### src/rtl/resp_capture_serializer_pkg.sv
// Shared constants, FSM state type and signature step for the response
// capture serializer.
package resp_capture_serializer_pkg;

   localparam int unsigned WIDTH_DEF = 769;
   localparam int unsigned WORD      = 32;
   localparam logic [WORD-1:0] POLY  = 32'h04C11DB7;
   localparam logic [WORD-1:0] SEED  = 32'hFFFFFFFF;
   localparam int unsigned NW        = (WIDTH_DEF + WORD - 1) / WORD;

   typedef enum logic [1:0] {
      ST_IDLE,
      ST_SEND,
      ST_DONE
   } state_e;

   function automatic logic [WORD-1:0] next_sig(input logic [WORD-1:0] s,
                                                input logic [WORD-1:0] w);
      return ({s[WORD-2:0], 1'b0} ^ (s[WORD-1] ? POLY : '0)) ^ w;
   endfunction

endpackage

### src/rtl/resp_capture_serializer_misr_step.sv
// One combinational signature step: shift left, fold POLY on the outgoing
// MSB, then absorb the word just sent.
module resp_misr_step
   import resp_capture_serializer_pkg::*;
#(
   parameter int unsigned      WORD = 32,
   parameter logic [WORD-1:0]  POLY = 32'h04C11DB7
) (
   input  logic [WORD-1:0] sig_in,
   input  logic [WORD-1:0] word_in,
   output logic [WORD-1:0] sig_out
);

   always_comb begin
      sig_out = ({sig_in[WORD-2:0], 1'b0} ^ (sig_in[WORD-1] ? POLY : '0)) ^ word_in;
   end

endmodule

### src/rtl/resp_capture_serializer.sv
// Captures a wide response vector, streams it out LSB word first with a
// ready/valid handshake, and reports a running signature at frame end.
module resp_capture_serializer #(
   parameter int unsigned      WIDTH = 769,
   parameter int unsigned      WORD  = 32,
   parameter logic [WORD-1:0]  POLY  = 32'h04C11DB7,
   parameter logic [WORD-1:0]  SEED  = 32'hFFFFFFFF
) (
   input  logic             clk,
   input  logic             rst,
   input  logic             cap_valid,
   output logic             cap_ready,
   input  logic [WIDTH-1:0] cap_data,
   output logic             out_valid,
   input  logic             out_ready,
   output logic [WORD-1:0]  out_data,
   output logic             out_last,
   output logic [4:0]       out_index,
   output logic [WORD-1:0]  sig,
   output logic             sig_valid
);

   import resp_capture_serializer_pkg::*;

   localparam int unsigned NW   = (WIDTH + WORD - 1) / WORD;
   localparam logic [4:0]  LAST = 5'(NW - 1);

   state_e                  state_q, state_d;
   logic [NW-1:0][WORD-1:0] data_q, data_d;
   logic [4:0]              idx_q, idx_d;
   logic [WORD-1:0]         sig_q, sig_d;
   logic [WORD-1:0]         word_sel;
   logic [WORD-1:0]         sig_next;

   always_comb begin
      word_sel = data_q[idx_q];
   end

   resp_misr_step #(
      .WORD (WORD),
      .POLY (POLY)
   ) u_misr (
      .sig_in  (sig_q),
      .word_in (word_sel),
      .sig_out (sig_next)
   );

   always_comb begin
      state_d   = state_q;
      data_d    = data_q;
      idx_d     = idx_q;
      sig_d     = sig_q;
      cap_ready = 1'b0;
      out_valid = 1'b0;
      out_data  = '0;
      out_last  = 1'b0;
      sig_valid = 1'b0;
      case (state_q)
         ST_IDLE: begin
            cap_ready = 1'b1;
            if (cap_valid) begin
               // zero-extension keeps padding bits of the last word at 0
               data_d  = (NW*WORD)'(cap_data);
               idx_d   = '0;
               sig_d   = SEED;
               state_d = ST_SEND;
            end
         end
         ST_SEND: begin
            out_valid = 1'b1;
            out_data  = word_sel;
            out_last  = (idx_q == LAST);
            if (out_ready) begin
               sig_d = sig_next;
               if (idx_q == LAST) begin
                  state_d = ST_DONE;
               end else begin
                  idx_d = idx_q + 5'd1;
               end
            end
         end
         ST_DONE: begin
            sig_valid = 1'b1;
            state_d   = ST_IDLE;
         end
         default: state_d = ST_IDLE;
      endcase
   end

   always_ff @(posedge clk) begin
      if (rst) begin
         state_q <= ST_IDLE;
         idx_q   <= '0;
         sig_q   <= '0;
      end else begin
         state_q <= state_d;
         idx_q   <= idx_d;
         sig_q   <= sig_d;
      end
   end

   // capture register needs no reset: it is only observable in SEND
   always_ff @(posedge clk) begin
      data_q <= data_d;
   end

   always_comb begin
      out_index = idx_q;
      sig       = sig_q;
   end

endmodule
### config.mk
export PLATFORM = sky130hd
export DESIGN_NAME = resp_capture_serializer
export DESIGN_NICKNAME = d
export VERILOG_FILES = /design/src/rtl/resp_capture_serializer_pkg.sv /design/src/rtl/resp_capture_serializer_misr_step.sv /design/src/rtl/resp_capture_serializer.sv
export SDC_FILE = /design/constraint.sdc
export NUM_CORES = 1
export LEC_CHECK = 0
export CAP_MARGIN = 10
export CELL_PAD_IN_SITES_DETAIL_PLACEMENT = 1
export CELL_PAD_IN_SITES_GLOBAL_PLACEMENT = 1
export CORE_AREA = 2 2 329 331
export CTS_CLUSTER_DIAMETER = 200
export CTS_CLUSTER_SIZE = 10
export DETAILED_ROUTE_END_ITERATION = 16
export DIE_AREA = 0 0 331 333
export PLACE_DENSITY_LB_ADDON = 0.1
export SYNTH_ARGS = -nofsm -noshare
export SYNTH_HDL_FRONTEND = slang
export SYNTH_HIERARCHICAL = 1
export SYNTH_SLANG_ARGS = --single-unit
### constraint.sdc
create_clock -name clk -period 66.8 [get_ports clk]
set_clock_uncertainty 0.2 [all_clocks]
set_input_delay 10.02 -clock clk [delete_from_list [all_inputs] [get_ports clk]]
set_output_delay 10.02 -clock clk [all_outputs]
set_load 0.05 [all_outputs]
---- Word-level counts from Yosys, hierarchy flattened ----
Cells that the tools add are included.
operators by class
  equal/unequal tests ..................... 7
  bitwise logic cells ..................... 2
  muxes and demuxes ....................... 19
  add/sub/neg operators ................... 1
  magnitude comparators ................... 1
  reductions and logical operators ........ 6
operators by type and width
  kind                                                count
  binary-select mux 32 bit (select 5 bit)             1
  two-way mux 32 bit                                  4
  one-hot mux 32 bit (2 select lines)                 1
  bitwise XOR 32 bit                                  2
  two-way mux 27 bit                                  1
  two-way mux 5 bit                                   3
  one-hot mux 5 bit (2 select lines)                  1
  != test 2 bit, second input constant                4
  < comparator 5 x 6 -> 1 bit, second input constant  1
  two-way mux 2 bit                                   3
  AND reduction 3 bit                                 2
  adder 5 x 1 -> 5 bit, second input constant         1
  == test 5 bit, second input constant                1
  two-way mux 1 bit                                   4
  one-hot mux 2 bit (2 select lines)                  1
  AND reduction 4 bit                                 1
  == test 2 x 1 -> 1 bit, second input constant       1
  == test 2 bit, second input constant                1
  zero test 2 bit                                     1
  AND reduction 2 bit                                 1
  nonzero test 2 bit                                  1
storage, ports and cells
  input bits .............................. 773
  word-level logic and storage cells ...... 64
  output and inout port bits .............. 73
  flip-flop bits (word level) ............. 808

---- Logic depth before layout (Yosys ltp) ----
  depth after elaboration ................. 5
  gate-level depth with buffers ........... 12
  depth with buffers taken out ............ 7

---- Modules after synthesis ----
Netlist, hierarchy kept.
modules (own cells, without submodules)
  module                   times used  cells each  sequential area each (µm²)  area each (µm²)
  resp_capture_serializer  1           1757        23872.9                     31455.2
  resp_misr_step           1           33          0.0                         505.5

---- Worst setup path after synthesis ----
Ideal clock, no wire load.
  kind .................................... input -> register
  start point ............................. input cap_valid
  end point ............................... register idx_q[3], in the netlist out_index[3]
  data arrival time ....................... 29.221 ns
  path buffers ............................ 0
  setup slack ............................. 37.235 ns
  cell stages on the path ................. 3
  library setup time ...................... 0.143 ns
  required time ........................... 66.457 ns
  cell sequence ........................... and2_1 > or2_2 > nor2_1
between the ends
  longest elaborated chain between the ends .. 2
RTL lines
  item                           line                           RTL
  start: declaration             resp_capture_serializer.sv:11  input logic cap_valid,
  != test 2 bit (no line)        --
  AND reduction 4 bit (no line)  --
  end signal: assignment         resp_capture_serializer.sv:97  idx_q <= idx_d;
  end: declaration               resp_capture_serializer.sv:30  logic [4:0] idx_q, idx_d;
No other way between the ends.
A chain may end at the register's enable or synchronous reset.

---- Final worst setup path ----
  start point ............................. input cap_valid
  end point ............................... register data_q[439] in the netlist's numbering (enable)
between the ends
  longest elaborated chain between the ends .. 1
RTL lines
  item                           line                            RTL
  AND reduction 2 bit (no line)  --
  end signal: assignment         resp_capture_serializer.sv:104  data_q <= data_d;
  end: declaration               resp_capture_serializer.sv:29   logic [NW-1:0][WORD-1:0] data_q, data_d;
No other way between the ends.

==> results.py <==
metrics = {
    "sta": {
        "fmax_mhz": 64.2,
        "rsz0062_at_grt": "no",
        "slew_headroom_pct": 22.1,
        "drv_slew": 0,
        "post-route-period-util_pct": 23.3,
        "worstMarginPinSlew_ns": 1.17,
        "setup_viol": 0,
        "finalSetupTns_ns": 0,
        "hold_viol": 0,
        "period_minus_slack_ns": 15.58,
    },
    "synthesis": {
        "syn_nets": 2565,
        "syn-cell-area_sq_mm": 0.0320,
        "synth.distinct_cells": 43,
        "syn-mean-instance-area_sq_um": 17.9,
        "synth-seq-cells": 808,
        "seq_area_frac_synth_pct": 74.7,
        "synth_cells": 1790,
        "synth_warnings": 6,
    },
    "critical_path": {
        "critical_path_required_ns": 66.87,
        "cp.depth": 7,
        "critical_path_class": "input port to register",
        "worstPathMaxFanout": 79,
        "cp_cell_sequence": "clkdlybuf4s50_1 > and2_4 > buf_4 > buf_4 > buf_4 > buf_4 > buf_4",
        "cp-endpoint": "data_q[439]",
        "r2r_end": "data_q[439]",
        "crit_start": "cap_valid",
        "crit_path_end_kind": "register",
        "reg2reg_depth": 7,
        "worst-path-buf-inv": 6,
        "critical-path-top-delay-family": "buffers and inverters",
        "crit_slowest_cell": "buf_4",
        "cp_common_cell": "buf_4",
        "r2r-start": "state_q[1]",
        "start_kind": "input port",
        "crit_path_max_incr_delay_ns": 0.94,
        "r2r_slack_ns": 60.44,
        "crit_arrival_ns": 15.66,
    },
    "pwr": {
        "total_power_mw": 1.20,
        "pwr-share-clk_pct": 37.1,
        "p_per_area_mw_per_mm2": 27.0,
        "p_sw_mw": 0.283,
        "p_comb_share_pct": 12.4,
        "p_leak_nw": 14.5,
        "p_int_mw": 0.916,
        "switching_share_pct": 23.6,
        "power_frac_seq_pct": 50.4,
        "ir_drop_v": 0.0000170,
    },
    "floorplanning": {
        "dieHeight_um": 333,
        "io_pins": 846,
        "initial_core_util_pct": 30.0,
        "core_area_sq_mm": 0.107,
        "die_w_um": 331,
        "rows": 120,
        "die_area_sq_mm": 0.110,
    },
    "clock_network": {
        "htree_levels": 3,
        "hold_buffers": 0,
        "cts_root_buf": "clkbuf_16",
        "clock_path_buffers": 3,
        "cts_tree": "built",
        "clock_latency_ns": 0.67,
        "cts_made_buffers": 90,
        "ctsResizeCount": 0,
        "clk_pin_slew_worst_paths_ns": 0.06,
        "cts_setup_buffers": 0,
        "cts.sinks": 808,
    },
    "placed_design": {
        "dp.final_hpwl_mm": 89.3,
        "dpl_cell_area_sq_mm": 0.0418,
        "routabilityCongestion": 0.815,
        "numPortBuffers": 845,
    },
    "cells_and_area": {
        "fin_nets": 3421,
        "fin_area_sq_mm": 0.0443,
        "drive_gt1_share_pct": 9.13,
        "multiInputGateArea_sq_mm": 0.00749,
        "register_area_sq_mm": 0.0239,
        "nFillCells": 10600,
        "final_cell_mix": "844 x clkdlybuf4s50_1, 769 x edfxtp_1, 253 x mux2i_1",
        "layout_commonest_cell": "clkdlybuf4s50_1",
        "areaGrowthSynthToFinish_pct": 38.7,
    },
    "drt": {
        "via_per_inst": 4.73,
        "drt_iter0_markers": 1072,
        "routed-via-count": 19400,
        "wire_per_inst_um": 28.9,
        "drc_errors": 0,
        "dr.pass1.iters": 4,
        "wirelength_mm": 119,
        "drtAntennaViolNets": 0,
    },
    "global_route": {
        "track_usage_pct": 21.2,
        "overflow": 0,
        "grt_pass1_vias": 21600,
        "grt_max_degree": 175,
        "antenna_found_initial": 41,
        "grt_pass1_wl_mm": 163,
    },
    "run_status": {
        "status": "completed",
    },
    "run": {
        "maxCapViolCount": 0,
    },
    "hold_path": {
        "min_path_type": "register to register",
    },
}
[cell type report]
type	instances	share of cell area, %
antenna	21	0.119
clock inverter	6	0.166
sequential	808	53.9
timing repair buffer	871	19.6
clock buffer	123	5.41
tap	1403	3.96
multi-input combinational	870	16.9
inverter	5	0.0423
[kinds of logic after synthesis]
logic type	after synthesis	share of synthesized area (%)
muxes	351	13.7
adders and majority gates	2	0.0783
and+or+nand+nor	346	5.02
xor gates and xnor gates	33	1.57
AOI/OAI and AO/OA	138	2.88
buffers and inverters	112	2.05
DFF	808	74.7
[worst min-delay path, delay by kind of cell, from the launching register on]
| family | cells | cell delay [ns] |
|---|---|---|
| flip-flops | 1 | 0.32 |
| AND/OR/NAND/NOR | 2 | 0.15 |
[state kept, by name (all words and copies together), names as in the netlist]
| register | flops |
|---|---|
| sig | 32 |
| state_q | 2 |
| data_q | 769 |
| out_index | 5 |
[power groups by stage]
stage	clock [mW]	combinational [mW]	sequential, mW
finish	0.445	0.149	0.605
global route	0.476	0.159	0.608
CTS	0.460	0.152	0.606
detailed placement	0	0.152	0.616
global placement	0	0.150	0.614
floorplan	0	0.0648	0.643
[stage by stage]
| stage | util (%) | hold slack, ns | std cells | setup slack (ns) |
|---|---|---|---|---|
| floorplan | - | 0.452 | 1790 | 37.24 |
| global placement | 39.2 | 0.311 | 3957 | 50.79 |
| detailed placement | 39.2 | 0.318 | 3957 | 50.53 |
| CTS | 41.5 | 0.326 | 4086 | 51.10 |
| global route | 41.6 | 0.349 | 4103 | 50.87 |
| finish | 41.6 | 0.323 | 4107 | 51.22 |
[cell usage after synthesis, drive strengths merged]
library cell,number,area [sq um]
xor3,13,328
nor3b,1,7.51
buf,56,444
a21oi,37,185
nand2,126,473
inv,5,18.8
or4,1,7.51
xor2,19,166
nor2,40,153
nand4b,1,8.76
mux2,32,360
edfxtp,769,23100
nor4b,1,15.0
nand3,63,315
a311oi,1,15.0
nand4,33,206
nand2b,2,12.5
xnor2,1,8.76
a221oi,1,15.0
a31oi,32,200
clkbuf,51,191
nor2b,5,31.3
dfxtp,39,781
mux4,66,1490
nor3,66,330
a21o,2,15.0
o21ai,1,5.00
a22oi,62,465
nor4,1,6.26
mux2i,253,2530
ha,2,25.0
nand3b,1,7.51
a41o,2,20.0
and2,2,12.5
or2,3,18.8
[how the worst min path moves through the flow]
stage                     from            to  slack, ns  cells after the start
floorplan           state_q[1]  out_index[3]       0.45                      3
global placement       sig[16]       sig[16]       0.31                      2
detailed placement     sig[25]       sig[25]       0.32                      2
CTS                    sig[25]       sig[25]       0.33                      2
global route            sig[2]        sig[2]       0.35                      2
finish                 sig[25]       sig[25]       0.32                      2
[per-layer routing]
| metal | global-route usage [%] | wire length [um] | part of all wire [%] | vias to the layer above |
|---|---|---|---|---|
| li1 | - | - | - | 8814 |
| met1 | 23.6 | 43600 | 37 | 9817 |
| met2 | 38.6 | 63200 | 53 | 597 |
| met3 | 6.81 | 9170 | 7.7 | 162 |
| met4 | 5.83 | 2430 | 2.1 | 44 |
| met5 | 0 | 261 | 0.22 | - |
Power figures use the tool's default switching activity.
